$ cat config.mk
export PLATFORM = sky130hd
export DESIGN_NAME = sprite_compositor
export DESIGN_NICKNAME = d
export VERILOG_FILES = /design/src/rtl/sprite_pkg.sv /design/src/rtl/sprite_channel.sv /design/src/rtl/sprite_compositor.sv
export SDC_FILE = /design/constraint.sdc
export NUM_CORES = 1
export LEC_CHECK = 0
export CORE_UTILIZATION = 50
export CTS_CLUSTER_DIAMETER = 50
export CTS_CLUSTER_SIZE = 8
export DETAILED_ROUTE_END_ITERATION = 8
export DONT_BUFFER_PORTS = 1
export GPL_TIMING_DRIVEN = 0
export HOLD_SLACK_MARGIN = 0.03
export PLACE_DENSITY_LB_ADDON = 0.3
export SYNTH_ARGS = -nofsm -noshare
export SYNTH_HDL_FRONTEND = slang
export SYNTH_SLANG_ARGS = --single-unit
export TNS_END_PERCENT = 50
$ cat constraint.sdc
create_clock -name clk -period 14.1 [get_ports clk]
set_input_delay 0.705 -clock clk [delete_from_list [all_inputs] [get_ports clk]]
set_output_delay 0.705 -clock clk [all_outputs]
set_load 0.02 [all_outputs]
$ cat src/rtl/sprite_pkg.sv
// rtl/sprite_pkg.sv - shared types, width helpers and defaults for the sprite compositor
package sprite_pkg;

  localparam int DEF_NUM_SPR = 4;
  localparam int DEF_SPR_W   = 60;
  localparam int DEF_SPR_H   = 60;
  localparam int DEF_NUM_FRM = 6;
  localparam int DEF_ADDR_W  = 15;
  localparam int CFG_COORD_W = 10;
  localparam int CFG_COLOR_W = 12;

  // Width of an index into n items; never narrower than one bit
  function automatic int clog2w(input int n);
    return (n <= 2) ? 1 : $clog2(n);
  endfunction

  localparam int CFG_FRM_W = clog2w(DEF_NUM_FRM);

  // One channel's programmable configuration as held in the shadow register
  typedef struct packed {
    logic signed [CFG_COORD_W-1:0] x;
    logic signed [CFG_COORD_W-1:0] y;
    logic [CFG_FRM_W-1:0]          frm;
    logic [CFG_COLOR_W-1:0]        color;
    logic                          vis;
  } spr_cfg_t;

endpackage

$ cat src/rtl/sprite_channel.sv
// rtl/sprite_channel.sv - one sprite channel: shadow/live config, box test, ROM address, opacity
module sprite_channel
  import sprite_pkg::*;
#(
  parameter int SPR_W   = DEF_SPR_W,
  parameter int SPR_H   = DEF_SPR_H,
  parameter int NUM_FRM = DEF_NUM_FRM,
  parameter int ADDR_W  = DEF_ADDR_W,
  parameter int COORD_W = CFG_COORD_W,
  parameter int COLOR_W = CFG_COLOR_W,
  parameter int FRM_W   = clog2w(NUM_FRM)
) (
  input  logic               clk,
  input  logic               reset,
  input  logic               pix_en,
  input  logic               frame_start,
  input  logic               wr_sel,
  input  logic [COORD_W-1:0] wr_x,
  input  logic [COORD_W-1:0] wr_y,
  input  logic [FRM_W-1:0]   wr_frm,
  input  logic [COLOR_W-1:0] wr_color,
  input  logic               wr_vis,
  input  logic [COORD_W-1:0] x,
  input  logic [COORD_W-1:0] y,
  input  logic               rom_bit,
  output logic [ADDR_W-1:0]  rom_addr,
  output logic [COLOR_W-1:0] color,
  output logic               opaque
);

  localparam int FRM_PIX = SPR_W * SPR_H;

  spr_cfg_t                  shadow;
  logic [FRM_W-1:0]          frm_clamped;
  logic signed [COORD_W-1:0] sx;
  logic signed [COORD_W-1:0] sy;
  logic                      vis;
  logic [ADDR_W-1:0]         frm_base;
  logic signed [COORD_W:0]   dx;
  logic signed [COORD_W:0]   dy;
  logic                      hit;
  logic [ADDR_W-1:0]         addr_next;
  logic                      in_box;

  // Out-of-range frame numbers select the last frame so the address stays inside the ROM
  always_comb begin
    frm_clamped = wr_frm;
    if (32'(wr_frm) >= NUM_FRM) frm_clamped = FRM_W'(NUM_FRM - 1);
  end

  // Shadow register: writable on any clk, invisible to the pixel path until the frame boundary
  always_ff @(posedge clk or posedge reset) begin
    if (reset) begin
      shadow <= '0;
    end else if (wr_sel) begin
      shadow.x     <= wr_x;
      shadow.y     <= wr_y;
      shadow.frm   <= frm_clamped;
      shadow.color <= wr_color;
      shadow.vis   <= wr_vis;
    end
  end

  // Live register: copied once per frame; frame base multiply happens here, not per pixel
  always_ff @(posedge clk or posedge reset) begin
    if (reset) begin
      sx       <= '0;
      sy       <= '0;
      vis      <= 1'b0;
      color    <= '0;
      frm_base <= '0;
    end else if (pix_en && frame_start) begin
      sx       <= shadow.x;
      sy       <= shadow.y;
      vis      <= shadow.vis;
      color    <= shadow.color;
      frm_base <= ADDR_W'(shadow.frm) * ADDR_W'(FRM_PIX);
    end
  end

  // Box test in one extra bit of signed range so off-screen positions never wrap into the box
  always_comb begin
    dx        = $signed({1'b0, x}) - $signed({sx[COORD_W-1], sx});
    dy        = $signed({1'b0, y}) - $signed({sy[COORD_W-1], sy});
    hit       = vis && (dx >= 0) && (int'(dx) < SPR_W) && (dy >= 0) && (int'(dy) < SPR_H);
    addr_next = frm_base + ADDR_W'($unsigned(dy)) * ADDR_W'(SPR_W) + ADDR_W'($unsigned(dx));
  end

  // Stage 1: register box hit and ROM address (address parked at 0 outside the box)
  always_ff @(posedge clk or posedge reset) begin
    if (reset) begin
      in_box   <= 1'b0;
      rom_addr <= '0;
    end else if (pix_en) begin
      in_box   <= hit;
      rom_addr <= hit ? addr_next : '0;
    end
  end

  // Stage 2 input: pixel is ink only when inside the box and the ROM bit is set
  always_comb opaque = in_box & rom_bit;

endmodule

$ cat src/rtl/sprite_compositor.sv
// rtl/sprite_compositor.sv - N-channel 1-bpp sprite overlay with priority mux and collision flags
module sprite_compositor
  import sprite_pkg::*;
#(
  parameter  int NUM_SPR = DEF_NUM_SPR,
  parameter  int SPR_W   = DEF_SPR_W,
  parameter  int SPR_H   = DEF_SPR_H,
  parameter  int NUM_FRM = DEF_NUM_FRM,
  parameter  int ADDR_W  = DEF_ADDR_W,
  parameter  int COORD_W = CFG_COORD_W,
  parameter  int COLOR_W = CFG_COLOR_W,
  localparam int IDX_W   = clog2w(NUM_SPR),
  localparam int FRM_W   = clog2w(NUM_FRM)
) (
  input  logic                        clk,
  input  logic                        reset,
  input  logic                        pix_en,
  input  logic                        frame_start,
  input  logic [COORD_W-1:0]          x,
  input  logic [COORD_W-1:0]          y,
  input  logic                        active,
  input  logic                        hsync_in,
  input  logic                        vsync_in,
  input  logic [COLOR_W-1:0]          bg_color,
  input  logic                        wr_en,
  input  logic [IDX_W-1:0]            wr_idx,
  input  logic [COORD_W-1:0]          wr_x,
  input  logic [COORD_W-1:0]          wr_y,
  input  logic [FRM_W-1:0]            wr_frm,
  input  logic [COLOR_W-1:0]          wr_color,
  input  logic                        wr_vis,
  output logic [NUM_SPR*ADDR_W-1:0]   rom_addr,
  input  logic [NUM_SPR-1:0]          rom_data,
  output logic [COLOR_W-1:0]          rgb_out,
  output logic                        hsync_out,
  output logic                        vsync_out,
  output logic [NUM_SPR*NUM_SPR-1:0]  collide,
  output logic                        collide_any
);

  logic [NUM_SPR-1:0]         opaque;
  logic [COLOR_W-1:0]         spr_color [NUM_SPR];
  logic                       vld1;
  logic                       act1;
  logic                       hs1;
  logic                       vs1;
  logic [COLOR_W-1:0]         bg1;
  logic [COLOR_W-1:0]         pix_color;
  logic [NUM_SPR*NUM_SPR-1:0] pair_hit;
  logic [NUM_SPR*NUM_SPR-1:0] acc;

  for (genvar i = 0; i < NUM_SPR; i++) begin : g_chan
    logic wr_sel;
    // Indices at or above NUM_SPR match no channel, so such writes are dropped
    always_comb wr_sel = wr_en && (32'(wr_idx) == i);

    sprite_channel #(
      .SPR_W   (SPR_W),
      .SPR_H   (SPR_H),
      .NUM_FRM (NUM_FRM),
      .ADDR_W  (ADDR_W),
      .COORD_W (COORD_W),
      .COLOR_W (COLOR_W),
      .FRM_W   (FRM_W)
    ) u_chan (
      .clk         (clk),
      .reset       (reset),
      .pix_en      (pix_en),
      .frame_start (frame_start),
      .wr_sel      (wr_sel),
      .wr_x        (wr_x),
      .wr_y        (wr_y),
      .wr_frm      (wr_frm),
      .wr_color    (wr_color),
      .wr_vis      (wr_vis),
      .x           (x),
      .y           (y),
      .rom_bit     (rom_data[i]),
      .rom_addr    (rom_addr[i*ADDR_W +: ADDR_W]),
      .color       (spr_color[i]),
      .opaque      (opaque[i])
    );
  end

  // Stage 1: carry timing and background alongside the channel address stage
  always_ff @(posedge clk or posedge reset) begin
    if (reset) begin
      vld1 <= 1'b0;
      act1 <= 1'b0;
      hs1  <= 1'b1;
      vs1  <= 1'b1;
      bg1  <= '0;
    end else if (pix_en) begin
      vld1 <= 1'b1;
      act1 <= active;
      hs1  <= hsync_in;
      vs1  <= vsync_in;
      bg1  <= bg_color;
    end
  end

  // Fixed priority: the lowest-numbered opaque channel wins, else background
  always_comb begin
    pix_color = bg1;
    for (int i = NUM_SPR - 1; i >= 0; i--) begin
      if (opaque[i]) pix_color = spr_color[i];
    end
  end

  // Stage 2: composited colour, blanked outside the visible region
  always_ff @(posedge clk or posedge reset) begin
    if (reset) begin
      rgb_out   <= '0;
      hsync_out <= 1'b1;
      vsync_out <= 1'b1;
    end else if (pix_en) begin
      rgb_out   <= (vld1 && act1) ? pix_color : '0;
      hsync_out <= hs1;
      vsync_out <= vs1;
    end
  end

  // Symmetric pairwise overlap of the pixel currently being resolved; diagonal stays 0
  always_comb begin
    pair_hit = '0;
    for (int i = 0; i < NUM_SPR; i++) begin
      for (int j = 0; j < NUM_SPR; j++) begin
        if (i != j) pair_hit[i*NUM_SPR + j] = opaque[i] & opaque[j];
      end
    end
  end

  // Sticky per-frame accumulator; published (including the boundary pixel) at frame_start
  always_ff @(posedge clk or posedge reset) begin
    if (reset) begin
      acc     <= '0;
      collide <= '0;
    end else if (pix_en) begin
      if (frame_start) begin
        collide <= acc | pair_hit;
        acc     <= '0;
      end else begin
        acc <= acc | pair_hit;
      end
    end
  end

  always_comb collide_any = |collide;

endmodule

### Word-level counts from Yosys, hierarchy flattened

Index checks and enable logic that the tools add are counted.
W data, S select, Z words.

* add/subtract/negate cells: 16
* multiply operators: 8
* div/mod/pow operators: 0
* magnitude comparators: 17
* equality and inequality tests: 3
* shift-type cells: 0
* multiplexer cells: 11
* bitwise logic cells: 11
* reductions and logical operators: 25

Operators by type and width (count)
* $ge A11 B1 Y1 const B: 8
* $lt A11 B7 Y1 const B: 8
* $sub A11 B10 Y11: 8
* $add A15 B11 Y15: 4
* $add A15 B15 Y15: 4
* $mux W12: 5
* $mux W15: 4
* $mul A11 B4 Y13 const B: 4
* $mul A3 B8 Y11 const B: 4
* $logic_and A1 B1 Y1: 22
* $mux W16: 1
* $or A16 B15 Y16: 1
* $reduce_or A16 Y1: 1
* $and A1 B1 Y1: 10
* $eq A2 B2 Y1 const B: 2
* $ge A3 B3 Y1 const B: 1
* $mux W3: 1
* $eq A2 B1 Y1 const B: 1
* $logic_not A2 Y1: 1
* $reduce_and A2 Y1: 1

* flip-flop bits (word level): 446
* bits in latches: 0
* RAM bits: 0
* bits in read-only memories: 0
* word-level logic and storage cells: 149
* memories: 0

### Depth between registers and ports, before layout

* depth after elaboration: 7
* depth in mapped cells: 27

### By module

Synthesis repeated with hierarchy kept, for this count alone.

* cell total of the unflattened synthesis: 2660
* area total of the unflattened synthesis: 28483.6 µm²

By module, submodules not included
* sprite_channel (g_chan[0].u_chan): times used 1, cells each 617, area an instance 6537.5 µm², seq. area each 2327.2 µm²
* sprite_channel (g_chan[3].u_chan): times used 1, cells each 621, area an instance 6525.0 µm², seq. area each 2327.2 µm²
* sprite_channel (g_chan[1].u_chan): times used 1, cells each 611, area an instance 6441.2 µm², seq. area each 2327.2 µm²
* sprite_channel (g_chan[2].u_chan): times used 1, cells each 580, area an instance 6316.1 µm², seq. area each 2327.2 µm²
* sprite_compositor: times used 1, cells each 231, area an instance 2663.8 µm², seq. area each 1356.3 µm²

### Least setup slack after synthesis

No wires, ideal clock.

* path kind: input to register
* start: in y[0]
* end: reg g_chan[2].u_chan.rom_addr[14]
* library setup time: 0.086 ns
* data arrival time: 6.251 ns
* required time: 14.014 ns
* path slack: 7.763 ns
* stages on the path: 25
* buffers on the path: 0
* path through: inv_1 > ha_1 > inv_1 > fa_1 > a21oi_1 > o21ai_0 > xnor2_1 > xnor2_1 > xnor2_1 > fa_1 > inv_1 > ha_1 > and3_1 > a221o_1 > nor2_1 > xnor2_1 > fa_1 > ha_1 > a21o_1 > a21oi_1 > o21ai_0 > a21o_1 > a21oi_1 > xnor3_1 > o22ai_1

* longest elaborated chain between the ends: 5

Ends and longest elaborated chain
* start, declared: RTL line sprite_compositor.sv:20 `input logic [COORD_W-1:0] y,`
* $sub A11 B10 Y11 (*): RTL line sprite_channel.sv:84 `dy = $signed({1'b0, y}) - $signed({sy[COORD_W-1], sy});`
* $mul A11 B4 Y13 / $ge A11 B1 Y1 (equally long branches): RTL line sprite_channel.sv:86, sprite_channel.sv:85
* $add A15 B15 Y15 / $logic_and A1 B1 Y1 (equally long branches): RTL line sprite_channel.sv:86, sprite_channel.sv:85
* $add A15 B11 Y15 / $logic_and A1 B1 Y1 (equally long branches): RTL line sprite_channel.sv:86, sprite_channel.sv:85
* $mux W15 (*): RTL line sprite_channel.sv:96 `rom_addr <= hit ? addr_next : '0;`
* end signal, assigned: RTL line sprite_channel.sv:96
* end, declared: RTL line sprite_channel.sv:26 `output logic [ADDR_W-1:0] rom_addr,`

Every way passes the cells marked *; elsewhere a longest branch is shown, timed or not.
A chain may end at the register's enable or synchronous reset.

### Worst setup path after layout

Same ends and word-level chain as after synthesis.

==> results.yml <==
status:
  status: "completed"
worst_setup_path:
  critPathKind: "input port to register"
  cp-start-kind: "input port"
  crit_required_ns: 14.60
  worstPathArrival_ns: 7.16
  endpoint_kind: "register"
  crit_path_max_incr_delay_ns: 0.57
  crit_top_cell: "xnor2_1"
  critPathMaxFanout: 8
  slowest_stage: "xnor2_1"
sta:
  fmax_mhz: 150
  slew_headroom: 0.160
  worstMarginPinSlew_ns: 1.26
  whs_ns: 0.0888
  setup_violations: 0
  hold_violations: 0
  fin_crit_sh: 0.472
  clock_skew_ns: 0.0205
  fin_crit_ns: 6.65
  drv_slew: 0
  rsz0062_at_grt: "false"
  layout_setup_ws_ns: 7.45
global_route:
  grt_pass1_vias: 21900
  antenna_found_initial: 8
  grt_overflow: 0
  grt_pass1_wl_mm: 122
  grt_usage: 0.285
  grt_start_max_net_pins: 118
cts:
  root_buffer: "clkbuf_16"
  htreeDepth: 3
  postCtsResizedCells: 0
  cts_tree: "built"
  cts_inserted_buffers: 70
  post_cts_buffers: 0
  cts.sinks: 426
  cts_max_path_buffers: 3
  hold_buffers: 0
  path_clk_slew_ns: 0.05
  clk_latency_ns: 0.61
final_layout:
  final_cell_mix: "422 x dfrtp_1, 411 x nand2_1, 344 x inv_1, 252 x ha_1, 196 x o21ai_0"
  area_growth_pct: 11.4
  final_cells: 3671
  fillers: 4680
  nNetsFinal: 3361
  layout_commonest_cell: "dfrtp_1"
  final_layout_size_suffix_gt1_frac: 0.0988
synth:
  syn_area_sq_mm: 0.0276
  synth.avg_cell_area_sq_um: 9.64
  synth_edf_count: 0
  yosys_warnings: 0
  ys_types: 81
  synthCells: 2861
  yosysSeqAreaShare: 0.387
  ys.flop_type: "dfrtp_1"
  synth_seq_cells: 426
  ys_async_sr_fraction: 1.00
detailed_routing:
  drtAntennaViolNets: 0
  wl_per_cell_um: 21.4
  vias_per_cell: 5.80
  dr.first_iter.drc_count: 1569
  wl_mm: 78.4
  dr.pass1.iters: 6
  vias: 21300
  drc: 0
floorplanning:
  core_sq_mm: 0.0541
  dieHeight_um: 237
  dieArea_sq_mm: 0.0561
  io_pins: 173
  fp.dieW_um: 237
  start_util: 0.509
  rows: 85
hold_path:
  hold_path.class: "input port to async pin"
placement:
  place_inst: 3563
  place_congestion: 0.917
  place_ws_ns: 6.86
  dp_hpwl_mm: 58.8
  port-buffer-count: 0
run:
  cap_viol_max_count: 0
-- layout make-up --
cell class | instances | area (sq um) | share of cell area
Inverter | 348 | 1310 | 0.0428
Timing Repair Buffer | 3 | 82.6 | 0.00269
Tap cell | 696 | 871 | 0.0284
Clock inverter | 19 | 294 | 0.00958
Sequential cell | 426 | 10700 | 0.347
Buffer | 91 | 380 | 0.0124
Antenna cell | 8 | 20.0 | 0.000652
Clock buffer | 81 | 1850 | 0.0601
Multi-Input combinational cell | 1999 | 15200 | 0.496
-- synthesized netlist by cell type, drive strengths merged (56+ instances only) --
cell | count | share of area
inv | 347 | 0.047
o21ai | 197 | 0.036
fa | 88 | 0.064
dfrtp | 422 | 0.38
mux2 | 154 | 0.063
nand2 | 411 | 0.056
nor2 | 117 | 0.016
xnor2 | 89 | 0.028
ha | 252 | 0.11
clkbuf | 83 | 0.011
o22ai | 70 | 0.018
xor2 | 56 | 0.018
a21oi | 127 | 0.023
-- per-stage QoR --
stage | util | setup TNS (ns) | cell area [sq um]
5_1_grt | 0.567 | 0 | 30700
2_1_floorplan | - | 0 | 27600
4_1_cts | 0.567 | 0 | 30700
6_report | 0.567 | 0 | 30700
3_5_place_dp | 0.527 | 0 | 28500
3_3_place_gp | 0.526 | -1061.31 | 28400
-- per-layer routing --
layer  GRT usage  wire, um  share of wire
met1       0.354     31600           0.40
met2       0.459     35800           0.46
met4       0.136      3630          0.046
met5           0        27        0.00034
met3      0.0809      7280          0.093
-- worst max-delay path, delay by kind of cell --
family | cells | cell delay (ns)
compound gates | 9 | 1.66
buf+inv | 3 | 0.52
xor+xnor | 5 | 1.61
simple gates | 2 | 0.32
fa+ha+maj | 6 | 2.33
-- kinds of logic (layout without fill, tap and decap cells) --
family | Yosys count | count (layout) | synth area share
compound gates | 589 | 589 | 0.135
xor+xnor | 149 | 149 | 0.0493
fa+ha+maj | 347 | 347 | 0.181
buf+inv | 439 | 542 | 0.0612
flops | 426 | 426 | 0.387
mux | 160 | 160 | 0.0651
other cells | 1 | 12 | 0.000136
simple gates | 750 | 750 | 0.122
-- state kept, by name (all words and copies together) (netlist names) --
register / count
g_chan.u_chan.in_box: 4
g_chan.u_chan.sy: 40
hsync_out: 1
g_chan.u_chan.vis: 4
collide: 12
vsync_out: 1
vld1: 1
g_chan.u_chan.frm_base: 32
acc: 12
g_chan.u_chan.color: 48
rgb_out: 12
act1: 1
hs1: 1
bg1: 12
g_chan.u_chan.shadow: 144
vs1: 1
g_chan.u_chan.sx: 40
g_chan.u_chan.rom_addr: 60
-- path summary, 6_finish.rpt --
kind | end | cells after the start | start | slack, ns
worst max-delay path | g_chan[2].u_chan.rom_addr[14]$_DFFE_PP0P_ | 25 | y[0] | 7.45
worst max register to register | g_chan[2].u_chan.rom_addr[14]$_DFFE_PP0P_ | 24 | g_chan[2].u_chan.sy[0]$_DFFE_PP0P_ | 7.62
min in group clk | g_chan[1].u_chan.shadow[8]$_DFFE_PP0P_ | 1 | wr_color[7] | 0.24
worst min register to register | g_chan[2].u_chan.color[8]$_DFFE_PP0P_ | 2 | g_chan[2].u_chan.shadow[9]$_DFFE_PP0P_ | 0.46
max in group asynchronous | vsync_out$_DFFE_PP1P_ | 3 | reset | 12.49
worst min-delay path | g_chan[3].u_chan.rom_addr[13]$_DFFE_PP0P_ | 1 | reset | 0.09
Power is left out: the tool's default activity adds up to more than one toggle a clock period on the data nets, which glitch-free logic cannot reach.
